`config.mk`:
```
export PLATFORM = sky130hd
export DESIGN_NAME = ahb_mst_bridge
export DESIGN_NICKNAME = d
export VERILOG_FILES = /design/src/rtl/ahb_pkg.sv /design/src/rtl/ahb_mst_align_chk.sv /design/src/rtl/ahb_mst_bridge.sv
export SDC_FILE = /design/constraint.sdc
export NUM_CORES = 1
export LEC_CHECK = 0
export ABC_AREA = 1
export BUFFER_PORTS_ARGS = -buffer_cell sky130_fd_sc_hd__clkbuf_2
export CAP_MARGIN = 20
export CELL_PAD_IN_SITES_DETAIL_PLACEMENT = 2
export CELL_PAD_IN_SITES_GLOBAL_PLACEMENT = 2
export CORE_ASPECT_RATIO = 0.7
export CORE_MARGIN = 2
export CORE_UTILIZATION = 30
export CTS_CLUSTER_SIZE = 10
export DETAILED_ROUTE_END_ITERATION = 8
export PLACE_DENSITY = 0.92
export SKIP_CTS_REPAIR_TIMING = 1
export SYNTH_ARGS = -nofsm -noshare
export SYNTH_HDL_FRONTEND = slang
export SYNTH_SLANG_ARGS = --single-unit
```
`constraint.sdc`:
```
create_clock -name hclk -period 2.4 [get_ports hclk]
set_input_delay 0.48 -clock hclk [delete_from_list [all_inputs] [get_ports hclk]]
set_output_delay 0.48 -clock hclk [all_outputs]
set_load 0.02 [all_outputs]
```
`src/rtl/ahb_pkg.sv`:
```
// AHB-Lite encodings shared by the bus master, the SRAM slave and the decoder.
package ahb_pkg;

   typedef enum logic [1:0] {
      HTRANS_IDLE   = 2'b00,
      HTRANS_BUSY   = 2'b01,
      HTRANS_NONSEQ = 2'b10,
      HTRANS_SEQ    = 2'b11
   } htrans_e;

   localparam logic [2:0] HBURST_SINGLE = 3'b000;

   localparam logic [2:0] HSIZE_BYTE = 3'b000;
   localparam logic [2:0] HSIZE_HALF = 3'b001;
   localparam logic [2:0] HSIZE_WORD = 3'b010;

   localparam logic [1:0] HRESP_OKAY  = 2'b00;
   localparam logic [1:0] HRESP_ERROR = 2'b01;

   // Sizes wider than a word are not supported on a 32-bit bus; fold them to word.
   function automatic logic [2:0] norm_size(input logic [2:0] size);
      return (size > HSIZE_WORD) ? HSIZE_WORD : size;
   endfunction

endpackage

```
`src/rtl/ahb_mst_align_chk.sv`:
```
// Combinational misalignment detector for the AHB master bridge.
// Only instantiated when AHB_MST_ALIGN_CHECK_EN is defined.
module ahb_mst_align_chk
   import ahb_pkg::*;
(
   input  logic [1:0] addr_lo,
   input  logic [2:0] size,
   output logic       misaligned
);

   // Half-words need an even address, words need a 4-byte aligned address.
   always_comb begin
      misaligned = 1'b0;
      case (norm_size(size))
         HSIZE_HALF: misaligned = addr_lo[0];
         HSIZE_WORD: misaligned = |addr_lo;
         default:    misaligned = 1'b0;
      endcase
   end

endmodule

```
`src/rtl/ahb_mst_bridge.sv`:
```
// AHB-Lite master bridge: turns the core's req/gnt/rvalid memory interface
// into pipelined SINGLE NONSEQ transfers. Address phase (AP) and data phase
// (DP) are separate registers so the next address overlaps the current data
// phase. A two-cycle ERROR response stalls re-issue of the pending AP for one
// cycle via err_st.
// Optional: define AHB_MST_ALIGN_CHECK_EN to reject misaligned requests
// locally (completed with an error, never put on the bus).
module ahb_mst_bridge
   import ahb_pkg::*;
#(
   parameter int AW = 32,
   parameter int DW = 32
) (
   input  logic          hclk,
   input  logic          hresetn,
   input  logic          req_i,
   input  logic          we_i,
   input  logic [AW-1:0] addr_i,
   input  logic [2:0]    size_i,
   input  logic [DW-1:0] wdata_i,
   output logic          gnt_o,
   output logic          rvalid_o,
   output logic [DW-1:0] rdata_o,
   output logic          err_o,
   output logic [AW-1:0] haddr_o,
   output logic [1:0]    htrans_o,
   output logic          hwrite_o,
   output logic [2:0]    hsize_o,
   output logic [2:0]    hburst_o,
   output logic [DW-1:0] hwdata_o,
   input  logic [DW-1:0] hrdata_i,
   input  logic          hready_i,
   input  logic [1:0]    hresp_i
);

   // Address-phase register
   logic          ap_valid_q, ap_valid_d;
   logic [AW-1:0] ap_addr_q,  ap_addr_d;
   logic          ap_write_q, ap_write_d;
   logic [2:0]    ap_size_q,  ap_size_d;
   logic [DW-1:0] ap_wdata_q, ap_wdata_d;
   htrans_e       htrans_q,   htrans_d;

   // Data-phase register
   logic          dp_valid_q, dp_valid_d;
   logic          dp_write_q, dp_write_d;
   logic [DW-1:0] dp_wdata_q, dp_wdata_d;

   // Error stall flag and response outputs
   logic          err_st_q,   err_st_d;
   logic          rvalid_q,   rvalid_d;
   logic          err_q,      err_d;
   logic [DW-1:0] rdata_q,    rdata_d;

   logic          misaligned;
   logic          gnt;
   logic          accept;
   logic          ap_adv;
   logic          dp_done;
   logic          err_first;

`ifdef AHB_MST_ALIGN_CHECK_EN
   ahb_mst_align_chk u_align_chk (
      .addr_lo    (addr_i[1:0]),
      .size       (size_i),
      .misaligned (misaligned)
   );
`else
   assign misaligned = 1'b0;
`endif

   // Grant, pipeline advance and response generation for the next cycle.
   always_comb begin
      // A misaligned request only completes locally, so it waits for an empty pipe.
      gnt       = hresetn && !err_st_q && (!ap_valid_q || hready_i)
                  && (!misaligned || (!ap_valid_q && !dp_valid_q));
      accept    = req_i && gnt;
      ap_adv    = (htrans_q == HTRANS_NONSEQ) && hready_i;
      dp_done   = dp_valid_q && hready_i;
      err_first = dp_valid_q && !hready_i && (hresp_i == HRESP_ERROR);

      ap_valid_d = ap_valid_q;
      ap_addr_d  = ap_addr_q;
      ap_write_d = ap_write_q;
      ap_size_d  = ap_size_q;
      ap_wdata_d = ap_wdata_q;
      dp_valid_d = dp_valid_q;
      dp_write_d = dp_write_q;
      dp_wdata_d = dp_wdata_q;
      err_st_d   = err_st_q;
      rdata_d    = rdata_q;

      if (accept && !misaligned) begin
         ap_valid_d = 1'b1;
         ap_addr_d  = addr_i;
         ap_write_d = we_i;
         ap_size_d  = norm_size(size_i);
         ap_wdata_d = wdata_i;
      end else if (ap_adv) begin
         ap_valid_d = 1'b0;
      end

      if (hready_i) begin
         dp_valid_d = ap_adv;
         if (ap_adv) begin
            dp_write_d = ap_write_q;
            dp_wdata_d = ap_wdata_q;
         end
      end

      // err_st suppresses NONSEQ for the second ERROR cycle, then the AP re-issues.
      if (err_first) begin
         err_st_d = 1'b1;
      end else if (err_st_q && hready_i) begin
         err_st_d = 1'b0;
      end

      htrans_d = (ap_valid_d && !err_st_d) ? HTRANS_NONSEQ : HTRANS_IDLE;

      rvalid_d = dp_done;
      err_d    = dp_done && (hresp_i == HRESP_ERROR);
      if (dp_done && !dp_write_q) begin
         rdata_d = hrdata_i;
      end
      if (accept && misaligned) begin
         rvalid_d = 1'b1;
         err_d    = 1'b1;
      end
   end

   // All pipeline and response state, cleared immediately on reset.
   always_ff @(posedge hclk or negedge hresetn) begin
      if (!hresetn) begin
         ap_valid_q <= 1'b0;
         ap_addr_q  <= '0;
         ap_write_q <= 1'b0;
         ap_size_q  <= HSIZE_BYTE;
         ap_wdata_q <= '0;
         htrans_q   <= HTRANS_IDLE;
         dp_valid_q <= 1'b0;
         dp_write_q <= 1'b0;
         dp_wdata_q <= '0;
         err_st_q   <= 1'b0;
         rvalid_q   <= 1'b0;
         err_q      <= 1'b0;
         rdata_q    <= '0;
      end else begin
         ap_valid_q <= ap_valid_d;
         ap_addr_q  <= ap_addr_d;
         ap_write_q <= ap_write_d;
         ap_size_q  <= ap_size_d;
         ap_wdata_q <= ap_wdata_d;
         htrans_q   <= htrans_d;
         dp_valid_q <= dp_valid_d;
         dp_write_q <= dp_write_d;
         dp_wdata_q <= dp_wdata_d;
         err_st_q   <= err_st_d;
         rvalid_q   <= rvalid_d;
         err_q      <= err_d;
         rdata_q    <= rdata_d;
      end
   end

   assign gnt_o    = gnt;
   assign rvalid_o = rvalid_q;
   assign rdata_o  = rdata_q;
   assign err_o    = err_q;
   assign haddr_o  = ap_addr_q;
   assign htrans_o = htrans_q;
   assign hwrite_o = ap_write_q;
   assign hsize_o  = ap_size_q;
   assign hburst_o = HBURST_SINGLE;
   assign hwdata_o = dp_wdata_q;

endmodule

```
# Word level (Yosys, flattened, before mapping)
# Index checks and enable logic that the tools add are counted.
# word_totals
reg_bits,140
inputBits,106
output_inout_bits,108
# op_classes
n_lt_le_gt_ge,1
eq_ne,2
n_mux,6
n_reduce_logical,18
# op_table
operator,n
logical AND 1 bit,11
logical NOT 1 bit,5
2-to-1 mux 1 bit,4
greater-than comparator 3 x 2 -> 1 bit (second input constant),1
2-to-1 mux 3 bit,1
== test 2 x 1 -> 1 bit (second input constant),1
== test 2 bit (second input constant),1
2-to-1 mux 2 bit,1
AND reduction 2 bit,1
logical OR 1 bit,1

# Depth between registers and ports, before layout
# Gate-level depths: netlist (run 1).
# logic_depth
depth_word,7
depth_mapped,7
depth_no_buf,5

# Least setup slack after synthesis (run 1)
# OpenSTA, ideal clock, no wires.
# synth_timing
path_kind,input port to output port
from,in hresetn
to,out gnt_o
arrival_time_ps,916
required_ps,1920
path_slack_ps,1004
stages,3
path_buffers,1
path_cell_list,nand2_1 > nor2_2 > buf_2
# synth_between
elab_chain_cells,2
# synth_lines
item,line,source
from (decl),ahb_mst_bridge.sv:15,"input logic hresetn,"
logical AND 1 bit (2 in a row),ahb_mst_bridge.sv:75,gnt = hresetn && !err_st_q && (!ap_valid_q || hready_i)
to (decl),ahb_mst_bridge.sv:21,"output logic gnt_o,"
# No other way between the ends.

# Worst setup path after layout (run 1)
# layout_timing
from,reg htrans_q[1] (netlist: htrans_o[1])
to,out htrans_o[1]
# layout_lines
item,line,source
from (decl),ahb_mst_bridge.sv:42,"htrans_e htrans_q, htrans_d;"
from (signal assigned),ahb_mst_bridge.sv:153,htrans_q <= htrans_d;
to (decl),ahb_mst_bridge.sv:26,"output logic [1:0] htrans_o,"
# No word-level cell between the ends.

==> results.md, run 1 <==
* Run status: completed
* CP arrival at 1610 ps
* Fin nets at 918
* Top-area cell type share of the netlist area at 0.631
* Dominant cell by count in the synthesized netlist: nand2_1
* Worst path max stage delay at approximately 700 ps
* Die Wd at 166 um
* Post-route design area at around 7300 um^2
* Half-perimeter wire length after placement at 13.4 mm
* Root buffer cell: clkbuf_16
* Unrepaired setup endpoints after global routing: no
* DR vias at between 5000 and 6000
* Final setup fails at 0
* Crit path time final at around 2100 ps
* Die Area at 19500 um^2
* Most used DFF post-synth: dfrtp_1
* Slowest CP cell: dfrtp_1
* Pwr Density at 1350 nW/um^2
* Max Cap Viol at 0
* Mux share of post-synthesis cell area at 0
* Die Height at 117 um
* Largest cells by area after synthesis: dfrtp_1 (63%), nand2_1 (19%), nand3_1 (12%)
* Num ports at 214
* Clock transition at path regs at 70 ps
* Crit. End Element: primary output
* Synth Area in Compound Gates at 0.00272
* Syn_area_per_cell at 8.97 um^2
* Post-synth EDFFs at 0
* Syn Inst Count at 615
* Yosys top cell by area: dfrtp_1
* Met3 wire length at ~1.1 mm
* Worst R2R End: htrans_o[1]
* DRT Pass-1 Iters at 4
* Routed length per instance at 18.2 um
* XOR/XNOR share of the synthesized area at 0
* H-tree depth at 4
* Clock buffer count from CTS at 17
* Global-route wire length before repair at 31.5 mm
* Met2 WL at 9.41 mm
* DRT iter0 DRCs at 256
* Final Wtd Congestion at 0.730
* DR vias/cell at between 4 and 5
* Initial antenna violation count at 1
* Vias in the first global route at roughly 5600
* Antenna diode count at 0
* Sequential fraction of the synthesis area at 0.631
* Dpl cell area at between 6000 and 7000 um^2
* Syn-to-layout area delta at 33.0%
* Post-Route WL at ~19 mm
* Clock sinks at 139
* YS warnings at 0
* Largest net degree at the start of global routing at 76
* Async SR Flop Fraction at 1.00
* Synth Register Bits at 139
* Required time worst endpoint at 1920 ps
* Crit path max fanout at 16
* Reg-to-reg slack, setup at about 720 ps
* Global route total overflow at 0
* Fillers at 2043
* Worst-Margin Slew at about 1000 ps
* Commonest cells post-synth: nand2_1 (273), dfrtp_1 (139), nand3_1 (131)
* Highest metal used: met5
* Reg2reg start: htrans_o[1]
* Static Leak at around 4.2 nW
* Final Hold Vio Count at 0
* Crit start category: register
* Antenna viol nets, final at 0
* Final slew viol count at 0
* Post-synthesis simple-gate area fraction at 0.314
* Crit path kind: reg -> out
* FMAX at roughly 480 MHz
* Max VDD drop at 0.516 mV
* Clk buf depth at 2
* Reg2Reg Depth at 4
* I/O Buffers at 209
* Worst hold path type: in -> async
* Part of the cycle the worst path needs at 0.872
* DR DRC count at 0
* Core Area at 18000 um^2
* Skew-Pair Late Insertion Delay at around 420 ps
* Post-synthesis cell area at 5510 um^2
* GRT Total Usage at 0.205
* Cell breakdown of the critical path: buf_4 > clkbuf_2
* Rel. slew slack at 0.352
* Setup TNS at 0 ps
* Starting Density at 0.306
* Wl on met1 at 8.59 mm
* Largest family of logic cells by synthesized area: simple AND/OR/NAND/NOR gates
* CTS tree: built
* Post-Route Skew at 9.14 ps
* Layout cell share with drive strength beyond 1 at 0.313
* Distinct cells, synth at 18
* Adder-Cell Fraction of Synth Area at 0
* Row count at 41
## cell type report
class / instances / area [um^2] / area share
sequential: 139 / 3480 / 0.474
tap: 236 / 295 / 0.0403
clock buffer: 18 / 439 / 0.0599
inverter: 12 / 45.0 / 0.00614
clock inverter: 14 / 125 / 0.0171
timing repair buffer: 221 / 1180 / 0.161
multi-input combinational: 421 / 1770 / 0.242
## registers in the layout, summed over array words and instances, names as in the netlist
name        cells
ap_valid_q      1
ap_wdata_q     32
dp_valid_q      1
dp_write_q      1
err_o           1
err_st_q        1
haddr_o        32
hsize_o         3
htrans_o        1
hwdata_o       32
hwrite_o        1
rdata_o        32
rvalid_o        1
## cell usage in the layout (no fill, tap or decap)
| cell | synthesis | layout |
|---|---|---|
| buf_6 | 2 | 1 |
| clkbuf_16 | 0 | 17 |
| clkinv_4 | 0 | 2 |
| o21ai_0 | 1 | 1 |
| clkinvlp_4 | 0 | 4 |
| a21oi_1 | 2 | 2 |
| nor2_1 | 6 | 6 |
| inv_1 | 8 | 8 |
| nand2_2 | 1 | 1 |
| inv_8 | 0 | 3 |
| clkbuf_8 | 0 | 1 |
| nor2_4 | 0 | 1 |
| buf_4 | 6 | 9 |
| nand3_1 | 131 | 131 |
| nor3_1 | 1 | 1 |
| clkbuf_2 | 0 | 208 |
| nand2_1 | 273 | 273 |
| conb_1 | 1 | 4 |
| clkinv_1 | 2 | 2 |
| inv_2 | 2 | 2 |
| nand3_4 | 0 | 1 |
| buf_12 | 0 | 3 |
| dfrtp_1 | 139 | 139 |
| inv_6 | 0 | 5 |
## cell families (layout without fill, tap and decap cells)
kind of cell    count (synthesis)  after routing
simple gates                  414            414
flops                         139            139
buf+inv                        58            265
compound gates                  3              3
other cells                     1              4
## stage by stage
| stage | power [mW] | utilization | worst slack [ps] | hold WS, ps | instances |
|---|---|---|---|---|---|
| 2_1_floorplan | 5.90 | - | 1000 | 184 | 618 |
| 4_1_cts | 10.1 | 0.407 | 245 | 267 | 1061 |
| 6_report | 9.91 | 0.407 | 308 | 271 | 1061 |
| 3_3_place_gp | 7.23 | 0.376 | 641 | 452 | 1029 |
| 3_5_place_dp | 7.49 | 0.376 | 470 | 462 | 1029 |
| 5_1_grt | 10.6 | 0.407 | 231 | 274 | 1061 |
## power breakdown
part           internal (mW)  switching, mW  leakage (nW)  total, mW
Combinational           1.07           2.42          2.19       3.49
Sequential              3.28          0.614          1.74       3.90
Clock                   1.39           1.14         0.266       2.53
Total                   5.74           4.17          4.19       9.91
## worst max-delay path by stage
| stage | depth (start not counted) | startpoint | end | slack [ps] |
|---|---|---|---|---|
| after global routing | 2 | htrans_o[1] | htrans_o[1] | 230 |
| after global placement | 6 | hready_i | rdata_o[13] | 640 |
| after floorplan | 3 | hresetn | gnt_o | 1000 |
| after CTS | 2 | htrans_o[1] | htrans_o[1] | 250 |
| after detailed placement | 6 | hready_i | rdata_o[7] | 470 |
| final | 2 | htrans_o[1] | htrans_o[1] | 310 |
## critical path, delay by kind of cell, from the launching register on
family / cells / cell delay [ps]
buffers and inverters: 2 / 490
flip-flops: 1 / 700
## routing by layer
layer / GRT usage / up-vias
met2: 0.332 / 149
met5: 0 / -
li1: - / 2335
met3: 0.0587 / 20
met1: 0.271 / 2558
met4: 0.0505 / 2
Power figures use the tool's default switching activity.
==> inputs of run 2 (changes only) <==
--- a/config.mk
+++ b/config.mk
@@ -8,14 +8,13 @@
 export ABC_AREA = 1
 export BUFFER_PORTS_ARGS = -buffer_cell sky130_fd_sc_hd__clkbuf_2
 export CAP_MARGIN = 20
-export CELL_PAD_IN_SITES_DETAIL_PLACEMENT = 2
-export CELL_PAD_IN_SITES_GLOBAL_PLACEMENT = 2
 export CORE_ASPECT_RATIO = 0.7
 export CORE_MARGIN = 2
-export CORE_UTILIZATION = 30
+export CORE_UTILIZATION = 40
 export CTS_CLUSTER_SIZE = 10
 export DETAILED_ROUTE_END_ITERATION = 8
-export PLACE_DENSITY = 0.92
+export PLACE_DENSITY = 0.75
+export REMOVE_ABC_BUFFERS = 1
 export SKIP_CTS_REPAIR_TIMING = 1
 export SYNTH_ARGS = -nofsm -noshare
 export SYNTH_HDL_FRONTEND = slang
==> constraint.sdc (replaced) <==
create_clock -name hclk -period 2.4 [get_ports hclk]
set_input_delay 0.48 -clock hclk [delete_from_list [all_inputs] [get_ports hclk]]
set_output_delay 0.48 -clock hclk [all_outputs]
set_load 0.01 [all_outputs]
==> run 2 against run 1 <==
  * Largest cell class unchanged
  * Setup slack better by 200 ps
  * Critical path type unchanged
  * Clock power shrank 2%
  * Total power decreased by 8.9%
  * Via count fell by 6.2%
  * Final cell count fell by 4.6%
  * Non-clock buffer count rose by 2
  * Clock skew up 2.1 ps
==> results.md, run 2 (synthesis results as in run 1) <==
* Die Wd at 144 um (-13%)
* Worst-Margin Slew at 851 ps (-121 ps)
* Syn-to-layout area delta at 31.5%
* Fin nets at 920 (+0.22%)
* Antenna viol nets, final at 0 (unchanged)
* M3 GR Usage at 0.0562 (-0.00249)
* Vias in the first global route at 4503 (-19%)
* Crit. End Element: primary output
* Met2 Resource Use GR at 0.302 (-0.0301)
* Fillers at 1297 (-37%)
* Rel. slew slack at 0.433 (+0.0805)
* Multi-input logic area at 1770 um^2 (-0.42%)
* Unrepaired setup endpoints after global routing: no
* Num ports at 214 (unchanged)
* Pwr Density at 1240 nW/um^2 (-7.9%)
* DRT iter0 DRCs at 243 (-5.1%)
* Worst R2R End: ap_wdata_q[14]
* Die Area at 14800 um^2 (-24%)
* GR Util met1 at 0.277 (+0.00583)
* Placed Cells at 980 (-4.8%)
* Global-route wire length before repair at 22.7 mm (-28%)
* Most common cell after layout, fill and taps aside: nand2_1
* Row count at 35 (-15%)
* Initial antenna violation count at 0 (-1)
* Clock sinks at 139 (unchanged)
* CP arrival at 1410 ps (-200 ps)
* Routed length per instance at 14.2 um (-22%)
* Required time worst endpoint at 1920 ps (about the same)
* Die Height at 102 um (-13%)
* FMAX at 529 MHz (+11%)
* Part of the cycle the worst path needs at 0.788 (-0.0835)
* Register Area at 3480 um^2 (unchanged)
* Worst hold path type: in -> async
* DR DRC count at 0 (unchanged)
* Final slew viol count at 0 (unchanged)
* Clock buffer count from CTS at 17 (unchanged)
* CTS tree: built
* Post-route design area at 7250 um^2 (-1.1%)
* I/O Buffers at 209 (unchanged)
* DRT Pass-1 Iters at 4 (unchanged)
* DR vias/cell at 4.70 (-1.6%)
* DR vias at 4752 (-6.2%)
* Top Usage Layer GRT: met2
* Half-perimeter wire length after placement at 9.65 mm (-28%)
* Reg2reg start: err_st_q
* Antenna diode count at 0 (unchanged)
* Dpl cell area at 6690 um^2 (-1.2%)
* Pwr Total at 9.03 mW (-8.9%)
* Post-Route Skew at 11.3 ps (+2.11 ps)
* Root buffer cell: clkbuf_16
* Final non-filler cell total at 1012 (-4.6%)
* Max VDD drop at 0.432 mV (-16%)
* Clock transition at path regs at 60 ps (about the same)
* Starting Density at 0.414 (+0.108)
* Fin Hold WS at 83.3 ps (-188 ps)
* Final setup fails at 0 (unchanged)
* Reg2Reg Depth at 6 (+2)
* Post-Route WL at 14.3 mm (-26%)
* Layout cell share with drive strength beyond 1 at 0.312 (-0.000756)
* Run status: completed
* Global route total overflow at 0 (unchanged)
* Most frequent cells in the layout: nand2_1 (273), clkbuf_2 (208), dfrtp_1 (139)
* Clk buf depth at 2 (unchanged)
* Static Leak at 4.19 nW (-0.22%)
* Final Wtd Congestion at 0.759 (+4.1%)
* Largest net degree at the start of global routing at 140 (+84%)
* Crit path time final at 1890 ps (-200 ps)
* Final Hold Vio Count at 0 (unchanged)
* Setup TNS at 0 ps (unchanged)
* Max Cap Viol at 0 (unchanged)
* Crit path kind: reg -> out
* Reg-to-reg slack, setup at 850 ps (+130 ps)
* Core Area at 13300 um^2 (-26%)
* Skew-Pair Late Insertion Delay at 410 ps (about the same)
* Crit start category: register
* H-tree depth at 4 (unchanged)
* Crit path max fanout at 14 (-2)
* GRT Total Usage at 0.198 (-0.00620)
run 2: changes by cell type in the layout (fill, tap and decap cells not counted), moves of 2 or more:
cell      change
inv_6         -2
inv_8         -3
buf_4         +4
buf_12        -2
clkbuf_1      +2
run 2: how the worst max path moves through the flow:
| stage | startpoint | endpoint | slack (ps) |
|---|---|---|---|
| after global routing | err_st_q | gnt_o | 420 |
| after CTS | err_st_q | gnt_o | 480 |
| final | err_st_q | gnt_o | 510 |
| after global placement | hready_i | rdata_o[8] | 640 |
| after detailed placement | hready_i | rdata_o[1] | 600 |
| after floorplan | hresetn | gnt_o | 90 |
run 2: metrics by stage:
step,utilization,worst slack [ps]
final,0.545,508
after global routing,0.545,424
after CTS,0.545,480
after detailed placement,0.503,603
after global placement,0.503,640
after floorplan,-,94.2
run 2: per-layer routing:
layer | wire, um | share of wire
met5 | 0 | 0
met4 | 104 | 0.0073
met3 | 1040 | 0.072
met2 | 6730 | 0.47
met1 | 6460 | 0.45
run 2: power breakdown:
part | leakage [nW] | internal [mW] | switching (mW)
clock network | 0.260 | 1.46 | 1.01
logic | 2.18 | 1.05 | 1.66
registers | 1.74 | 3.28 | 0.560
run 2: final cells by class:
class,count,share of cell area
sequential,139,0.480
multi-input combinational,421,0.243
timing repair buffer,223,0.161
clock buffer,20,0.0616
tap,185,0.0319
clock inverter,12,0.0160
inverter,12,0.00621
run 2: worst max-delay path, cell delays in order (launching register included):
cell and delay (ps):
dfrtp_1 400, clkinv_1 50, nand2_1 80, nor2_4 280, clkbuf_2 200
